**src/rtl/apb_fifo_wr_if.sv**
```systemverilog
// APB slave bus bundle for the apb_fifo_wr push port.
interface apb_fifo_wr_if #(
  parameter int DATA_W = 32
) ();
  logic              psel;
  logic              penable;
  logic              pwrite;
  logic [3:0]        paddr;
  logic [DATA_W-1:0] pwdata;
  logic [DATA_W-1:0] prdata;
  logic              pready;
  logic              pslverr;

  modport master (
    output psel, penable, pwrite, paddr, pwdata,
    input  prdata, pready, pslverr
  );

  modport slave (
    input  psel, penable, pwrite, paddr, pwdata,
    output prdata, pready, pslverr
  );
endinterface

```
**src/rtl/apb_fifo_wr.sv**
```systemverilog
// APB-written FIFO: pushes via DATA register, status/flush via registers,
// drains through a pop strobe against an external combinational-read memory.
module apb_fifo_wr #(
  parameter int DATA_W = 32,
  parameter int ADDR_W = 8
) (
  input  logic              clk,
  input  logic              rst,
  apb_fifo_wr_if.slave      apb,
  output logic [ADDR_W-1:0] mem_wa,
  output logic [DATA_W-1:0] mem_wd,
  output logic              mem_we,
  output logic [ADDR_W-1:0] mem_ra,
  input  logic [DATA_W-1:0] mem_rd,
  output logic              pop_valid,
  output logic [DATA_W-1:0] pop_data,
  input  logic              pop
);

  localparam logic [1:0] ST_IDLE   = 2'd0;
  localparam logic [1:0] ST_SETUP  = 2'd1;
  localparam logic [1:0] ST_ACCESS = 2'd2;

  localparam logic [1:0] REG_DATA   = 2'd0;
  localparam logic [1:0] REG_STATUS = 2'd1;
  localparam logic [1:0] REG_CTRL   = 2'd2;
  localparam logic [1:0] REG_RSVD   = 2'd3;

  logic [1:0]      state_q, state_d;
  logic [ADDR_W:0] wptr_q, wptr_d;
  logic [ADDR_W:0] rptr_q, rptr_d;
  logic [ADDR_W:0] count;
  logic [1:0]      reg_sel;
  logic            empty, full;
  logic            access, push, pop_fire, flush;
  logic            unused_addr_bits;

  assign reg_sel          = apb.paddr[3:2];
  assign unused_addr_bits = ^apb.paddr[1:0];

  assign count = wptr_q - rptr_q;
  assign empty = (wptr_q == rptr_q);
  assign full  = (wptr_q[ADDR_W-1:0] == rptr_q[ADDR_W-1:0]) &&
                 (wptr_q[ADDR_W] != rptr_q[ADDR_W]);

  // Side effects fire only in the access phase while the master still selects us.
  assign access   = (state_q == ST_ACCESS) && apb.psel;
  assign push     = access && apb.pwrite && (reg_sel == REG_DATA) && !full;
  assign flush    = access && apb.pwrite && (reg_sel == REG_CTRL) && apb.pwdata[0];
  assign pop_fire = pop && !empty;

  always_comb begin
    state_d = state_q;
    case (state_q)
      ST_IDLE:   if (apb.psel && !apb.penable) state_d = ST_SETUP;
      ST_SETUP:  state_d = apb.psel ? ST_ACCESS : ST_IDLE;
      ST_ACCESS: state_d = (apb.psel && !apb.penable) ? ST_SETUP : ST_IDLE;
      default:   state_d = ST_IDLE;
    endcase
  end

  always_comb begin
    wptr_d = wptr_q;
    rptr_d = rptr_q;
    if (flush) begin
      wptr_d = '0;
      rptr_d = '0;
    end else begin
      if (push)     wptr_d = wptr_q + 1'b1;
      if (pop_fire) rptr_d = rptr_q + 1'b1;
    end
  end

  always_ff @(posedge clk or posedge rst) begin
    if (rst) begin
      state_q <= ST_IDLE;
      wptr_q  <= '0;
      rptr_q  <= '0;
    end else begin
      state_q <= state_d;
      wptr_q  <= wptr_d;
      rptr_q  <= rptr_d;
    end
  end

  assign apb.pready = (state_q == ST_ACCESS);

  always_comb begin
    apb.prdata  = '0;
    apb.pslverr = 1'b0;
    if (apb.pready) begin
      case (reg_sel)
        REG_DATA:   apb.pslverr = apb.pwrite && full;
        REG_STATUS: if (!apb.pwrite) begin
          apb.prdata[0]            = empty;
          apb.prdata[1]            = full;
          apb.prdata[8 +: ADDR_W+1] = count;
        end
        REG_RSVD:   apb.pslverr = 1'b1;
        default:    apb.pslverr = 1'b0;
      endcase
    end
  end

  assign mem_we    = push;
  assign mem_wa    = wptr_q[ADDR_W-1:0];
  assign mem_wd    = apb.pwdata;
  assign mem_ra    = rptr_q[ADDR_W-1:0];
  assign pop_valid = !empty;
  assign pop_data  = mem_rd;

endmodule

```
**src/flat_wrapper.sv**
```systemverilog
// flat-port wrapper written by rule: the top's interface ports become plain ports
module apb_fifo_wr_flat 
#(
  parameter int DATA_W = 32,
  parameter int ADDR_W = 8
)
  (clk, rst, mem_wa, mem_wd, mem_we, mem_ra, mem_rd, pop_valid, pop_data, pop, apb_psel, apb_penable, apb_pwrite, apb_paddr, apb_pwdata, apb_prdata, apb_pready, apb_pslverr);
  apb_fifo_wr_if #(.DATA_W(DATA_W)) apb_i ();
  input  logic clk;
  input  logic rst;
  output logic [ADDR_W-1:0] mem_wa;
  output logic [DATA_W-1:0] mem_wd;
  output logic mem_we;
  output logic [ADDR_W-1:0] mem_ra;
  input  logic [DATA_W-1:0] mem_rd;
  output logic pop_valid;
  output logic [DATA_W-1:0] pop_data;
  input  logic pop;
  input wire logic [$bits(apb_i.psel)-1:0] apb_psel;
  input wire logic [$bits(apb_i.penable)-1:0] apb_penable;
  input wire logic [$bits(apb_i.pwrite)-1:0] apb_pwrite;
  input wire logic [$bits(apb_i.paddr)-1:0] apb_paddr;
  input wire logic [$bits(apb_i.pwdata)-1:0] apb_pwdata;
  output wire logic [$bits(apb_i.prdata)-1:0] apb_prdata;
  output wire logic [$bits(apb_i.pready)-1:0] apb_pready;
  output wire logic [$bits(apb_i.pslverr)-1:0] apb_pslverr;
  assign apb_i.psel = apb_psel;
  assign apb_i.penable = apb_penable;
  assign apb_i.pwrite = apb_pwrite;
  assign apb_i.paddr = apb_paddr;
  assign apb_i.pwdata = apb_pwdata;
  assign apb_prdata = apb_i.prdata;
  assign apb_pready = apb_i.pready;
  assign apb_pslverr = apb_i.pslverr;
  apb_fifo_wr #(.DATA_W(DATA_W), .ADDR_W(ADDR_W)) u_core (.clk(clk), .rst(rst), .apb(apb_i), .mem_wa(mem_wa), .mem_wd(mem_wd), .mem_we(mem_we), .mem_ra(mem_ra), .mem_rd(mem_rd), .pop_valid(pop_valid), .pop_data(pop_data), .pop(pop));
endmodule
```
**config.mk**
```make
export PLATFORM = sky130hd
export DESIGN_NAME = apb_fifo_wr_flat
export DESIGN_NICKNAME = d
export VERILOG_FILES = /design/src/rtl/apb_fifo_wr_if.sv /design/src/rtl/apb_fifo_wr.sv /design/src/flat_wrapper.sv
export SDC_FILE = /design/constraint.sdc
export NUM_CORES = 1
export LEC_CHECK = 0
export ABC_CLOCK_PERIOD_IN_PS = 4890
export BUFFER_PORTS_ARGS = -buffer_cell sky130_fd_sc_hd__buf_4
export CAP_MARGIN = 20
export CORE_UTILIZATION = 44
export CTS_BUF_LIST = sky130_fd_sc_hd__clkbuf_16
export DETAILED_ROUTE_END_ITERATION = 10
export HOLD_SLACK_MARGIN = 0.03
export PLACE_DENSITY = 0.93
export REMOVE_ABC_BUFFERS = 1
export SYNTH_ARGS = -nofsm -noshare
export SYNTH_HDL_FRONTEND = slang
export SYNTH_SLANG_ARGS = --single-unit
```
**constraint.sdc**
```tcl
create_clock -name clk -period 4.89 [get_ports clk]
set_input_delay 0.2445 -clock clk [delete_from_list [all_inputs] [get_ports clk]]
set_output_delay 0.2445 -clock clk [all_outputs]
set_load 0.005 [all_outputs]
```
Word-level counts from Yosys, hierarchy flattened
Index checks and enable logic that the tools add are counted.
W data, S select, Z words.
- register bits: 20
- output and inout bits: 116
- logic and storage cells: 48
- input port bits: 74
- multiplexer cells: 16
- equal/unequal tests: 9
- add/subtract/negate cells: 3
- reductions and logical operators: 17
- operator list (kind ; number):
    $mux W9 ; 7
    $add A9 B1 Y9 const B ; 2
    $logic_and A1 B1 Y1 ; 10
    $mux W2 ; 5
    $eq A9 B9 Y1 ; 1
    $sub A9 B9 Y9 ; 1
    $eq A8 B8 Y1 ; 1
    $eq A2 B2 Y1 const B ; 3
    $pmux W2 S3 ; 1
    $eq A2 B1 Y1 const B ; 2
    $logic_not A2 Y1 ; 2
    $reduce_bool A2 Y1 ; 2
    $logic_not A1 Y1 ; 3
    $mux W1 ; 2
    $ne A2 B1 Y1 const B ; 1
    $pmux W1 S2 ; 1
    $ne A1 B1 Y1 ; 1

Longest topological paths before layout
- word-level depth: 7
- gate-level depth with buffers: 8

Worst setup path after synthesis
OpenSTA, ideal clock, no wires.
- path type: register to output
- start point: register u_core.wptr_q[4]
- end point: output port apb_pslverr
- path buffers: 1
- slack: 2796 ps
- data arrival time: 1850 ps
- cell stages (with the launch flop): 7
- path through: dfrtp_1 ha_1 nand4_1 nor3_2 buf_2 a31oi_1 nor3b_1
- cells in the longest elaborated chain, start to end: 5
- RTL lines (what ; RTL line ; RTL):
    start: declaration ; apb_fifo_wr.sv:30 ; logic [ADDR_W:0] wptr_q, wptr_d;
    start signal: assignment ; apb_fifo_wr.sv:81 ; wptr_q <= wptr_d;
    $eq A8 B8 Y1 ; apb_fifo_wr.sv:43 ; assign full = (wptr_q[ADDR_W-1:0] == rptr_q[ADDR_W-1:0]) &&
    $logic_and A1 B1 Y1 ; apb_fifo_wr.sv:43 ;
    $logic_and A1 B1 Y1 ; apb_fifo_wr.sv:93 ; REG_DATA: apb.pslverr = apb.pwrite && full;
    $pmux W1 S2 ; apb_fifo_wr.sv:92 ; case (reg_sel)
    $mux W1 ; apb_fifo_wr.sv:91 ; if (apb.pready) begin
    end: declaration ; flat_wrapper.sv:26 ; output wire logic [$bits(apb_i.pslverr)-1:0] apb_pslverr;
No other way between the ends.

Worst setup path after layout
- start point: register u_core.rptr_q[5]
- end point: output port apb_pslverr
- cells in the longest elaborated chain, start to end: 5
- RTL lines (what ; RTL line ; RTL):
    start: declaration ; apb_fifo_wr.sv:31 ; logic [ADDR_W:0] rptr_q, rptr_d;
    start signal: assignment ; apb_fifo_wr.sv:82 ; rptr_q <= rptr_d;
    $eq A8 B8 Y1 ; apb_fifo_wr.sv:43 ;
    $logic_and A1 B1 Y1 ; apb_fifo_wr.sv:43 ;
    $logic_and A1 B1 Y1 ; apb_fifo_wr.sv:93 ;
    $pmux W1 S2 ; apb_fifo_wr.sv:92 ;
    $mux W1 ; apb_fifo_wr.sv:91 ;
No other way between the ends.

==> impl_summary.log <==
[metrics] status: complete, no violations
[metrics] Synth Flop Type: sky130_fd_sc_hd__dfrtp_1
[metrics] portion of the post-synthesis area used by sequential elements: approximately a fifth
[metrics] placed cell count: 325
[metrics] number of violations of the max-capacitance limit: 0
[metrics] Finished Layout Cells: 330
[metrics] number of antenna violations at the first check in global routing: 0
[metrics] #FFs+latches synth: 20
[metrics] first-pass GRT wire length: 13.8 mm
[metrics] Die Ht: between 70 and 80 um
[metrics] post-synthesis cell type count: 47
[metrics] most common cell after layout, fill and taps aside: sky130_fd_sc_hd__buf_4
[metrics] final hold violations: 0
[metrics] Initial Util: between 40% and 50%
[metrics] worst min-delay path category: in2reg
[metrics] final estimated routing congestion in global placement: ~0.94
[metrics] CTS tree: built
[metrics] n_diodes: 0
[metrics] placeable core area: ~0.0052 mm2
[metrics] EDFF count, synth: 0
[metrics] post-cts hold buffer count: 0
[metrics] number of cells on the worst reg-to-reg path: 6
[metrics] number of optimization iterations in the first detailed-route pass: 4
[metrics] Placed Area: approximately 0.0021 mm2
[metrics] final setup violation count: 0
[metrics] power density over the cells: between 300 and 400 mW/mm2
[metrics] antenna-violating nets left: 0
[metrics] total number of yosys warnings: 0
[metrics] library cell with the largest summed area after synthesis: sky130_fd_sc_hd__buf_4
[metrics] Die Wd: around 76 um
[metrics] DIE AREA: about 0.0058 mm2
[metrics] vias in the first global route: roughly 1.7k
[metrics] buffer levels on the longest clock path: 2
[metrics] worst hold path stage count: 2
[metrics] number of pins exceeding their max-slew limit in the final report: 0
[metrics] worst vdd rail ir drop: between 0.1 and 0.15 mV
[metrics] GR Util All Layers: 34.6%
[metrics] WS Path Type: reg2out
[metrics] clock root buffer: sky130_fd_sc_hd__clkbuf_16
[metrics] Critical Path Stages: 7
[metrics] layout cell share with drive strength beyond 1: 19.2%
[metrics] number of CTS-inserted buffers: 3
[metrics] slack of the worst reg-to-reg path: roughly 2400 ps
[metrics] data arrival time of the critical path: 2850 ps
[metrics] worst path cell trace: inv_1 -> ha_1 -> nand4_1 -> nor3_2 -> a31oi_1 -> nor3b_1 -> buf_4
[metrics] share of Yosys cell area claimed by the top area cell type: about 31%
[metrics] worst flop-to-flop path startpoint: u_core.rptr_q[5]
[metrics] CP endpoint kind: primary output
[metrics] count of buffers inserted at the top-level ports: 40
[metrics] endpoint of the most critical register-to-register path: u_core.wptr_q[2]
[metrics] largest fanout on the critical path: 15
[metrics] Final Net Count: 350
[metrics] top achievable clock speed: between 300 and 400 MHz
[metrics] clk_lat worst skew: 260 ps
[metrics] top-level I/O count: 190
[metrics] slowest cell on the critical path: sky130_fd_sc_hd__nor3_2
[metrics] fin area: roughly 0.0022 mm2
[metrics] Clk pin slew, worst setup/hold paths: 60 ps
[metrics] area of the mapped netlist: 0.00244 mm2
[metrics] unrepaired setup endpoints after global routing: no
[metrics] crit start category: flop
[metrics] htree depth: 1
[metrics] routed wirelength normalized by instance count: around 31 um
[metrics] total clock sinks: 20
[metrics] Required @ worst endpoint: around 4700 ps
[metrics] total wire length after detailed routing: between 10 and 15 mm
[metrics] number of gates given a new drive strength after cts: 0
[metrics] Top Family by Delay on Critical Path: simple AND/OR/NAND/NOR gates
[metrics] Buf/Inv on CP: 2
[metrics] most area-consuming cells after synthesis: sky130_fd_sc_hd__buf_4 (31%), sky130_fd_sc_hd__dfrtp_1 (21%), sky130_fd_sc_hd__ha_1 (7.2%)
[metrics] final clock period utilization by the worst path: a little over three fifths
[metrics] worst relative slew slack: between 40% and 50%
[metrics] number of setup buffers added after CTS: 0
[metrics] measured slew at the worst slew-check pin: about 840 ps
[metrics] post-route DRC violation count: 0
[metrics] global-route congestion overflow total: 0
[metrics] leakage power figure: around 0.0010 uW
[metrics] async set-or-reset flop fraction in the synthesized netlist: 100%
[metrics] pin count of the biggest net entering global routing: 21
[metrics] most frequent cells in the layout: sky130_fd_sc_hd__buf_4 (40), sky130_fd_sc_hd__conb_1 (21), sky130_fd_sc_hd__dfrtp_1 (20), sky130_fd_sc_hd__a21oi_1 (19), sky130_fd_sc_hd__inv_1 (16)
[metrics] total vias in the final route: 1952
[metrics] Layout Area Growth over Synthesis: -10.5%
[metrics] beginning of the worst hold path: apb_penable
[metrics] Setup Skew: 4.86 ps
[metrics] total number of placement rows: 26
[metrics] setup_tns: 0 ps
[metrics] post-route minimum period: roughly 3100 ps
[metrics] average footprint of a synthesized cell: roughly 8.1 um2
[metrics] ratio of routed vias to standard cells: just under 6
[metrics] count of routing violations after the opening detailed-route iteration: 145
[metrics] Post-Syn Instances: slightly above 300
[metrics] worst stage delay on the critical path: 750 ps
[metrics] half-perimeter wire length after detailed placement: around 9 mm
[metrics] endpoint with the worst hold slack: u_core.state_q[0]
[synth_stat cells (4+ instances only)]
cell / count
sky130_fd_sc_hd__buf_4: 101
sky130_fd_sc_hd__dfrtp_1: 20
sky130_fd_sc_hd__a21oi_1: 19
sky130_fd_sc_hd__inv_1: 16
sky130_fd_sc_hd__ha_1: 14
sky130_fd_sc_hd__nand2_1: 12
sky130_fd_sc_hd__nand3_1: 12
sky130_fd_sc_hd__o21ai_0: 12
sky130_fd_sc_hd__or3_1: 11
sky130_fd_sc_hd__nor2_1: 7
sky130_fd_sc_hd__nand4_1: 6
sky130_fd_sc_hd__o31ai_1: 6
sky130_fd_sc_hd__or4_1: 6
sky130_fd_sc_hd__nor3_1: 5
sky130_fd_sc_hd__nor3b_1: 4
[power breakdown]
part           total, uW  internal (uW)  switching (uW)
sequential           233            192            41.1
clock                175            109            65.4
combinational        314            129             185
total                722            431             291
[flip-flops by register name (all words and copies together), names as in the netlist]
name            flops
u_core.rptr_q       9
u_core.state_q      2
u_core.wptr_q       9
[layout make-up]
| class | instances | area, um2 |
|---|---|---|
| repair buffers | 41 | 305 |
| multi-input cells | 178 | 1150 |
| clock buffers | 3 | 75.1 |
| flip-flops and latches | 20 | 500 |
| inverters | 17 | 63.8 |
| well taps | 70 | 87.6 |
| fillers | 521 | 3050 |
| clock inverters | 1 | 3.75 |
[layer usage]
layer	wire length (um)	global-route usage [%]	up-vias
li1	-	-	845
met1	2200	21.4	908
met2	5110	59.5	172
met3	2380	35.9	27
met4	679	20.6	0
met5	0	2.73	-
[worst max path at each step]
stage	start	end
after detailed placement	u_core.rptr_q[5]	apb_prdata[0]
after floorplan	u_core.rptr_q[5]	apb_prdata[0]
after global routing	u_core.rptr_q[5]	apb_pslverr
final	u_core.rptr_q[5]	apb_pslverr
after global placement	u_core.rptr_q[5]	apb_prdata[0]
after CTS	u_core.rptr_q[5]	apb_prdata[0]
[kinds of logic after synthesis]
kind of cell / after synthesis / share of synthesized area, %
flip-flops: 20 / 20.5
XOR/XNOR: 5 / 1.80
adder cells (fa/ha/maj): 15 / 8.00
AO/OA/AOI/OAI: 51 / 12.7
other: 1 / 0.154
buffers and inverters: 125 / 35.5
AND/OR/NAND/NOR: 86 / 21.3
[metrics by stage]
| step | total power [uW] | hold WS (ps) | setup WS (ps) | utilization, % |
|---|---|---|---|---|
| after floorplan | 422 | 208 | 2550 | - |
| after global placement | 523 | 405 | 2080 | 40.1 |
| after detailed placement | 535 | 401 | 2050 | 40.1 |
| after CTS | 710 | 135 | 1750 | 41.6 |
| after global routing | 765 | 148 | 1520 | 41.7 |
| final | 722 | 132 | 1800 | 41.7 |
No activity file was read; power rests on OpenSTA's default activity.
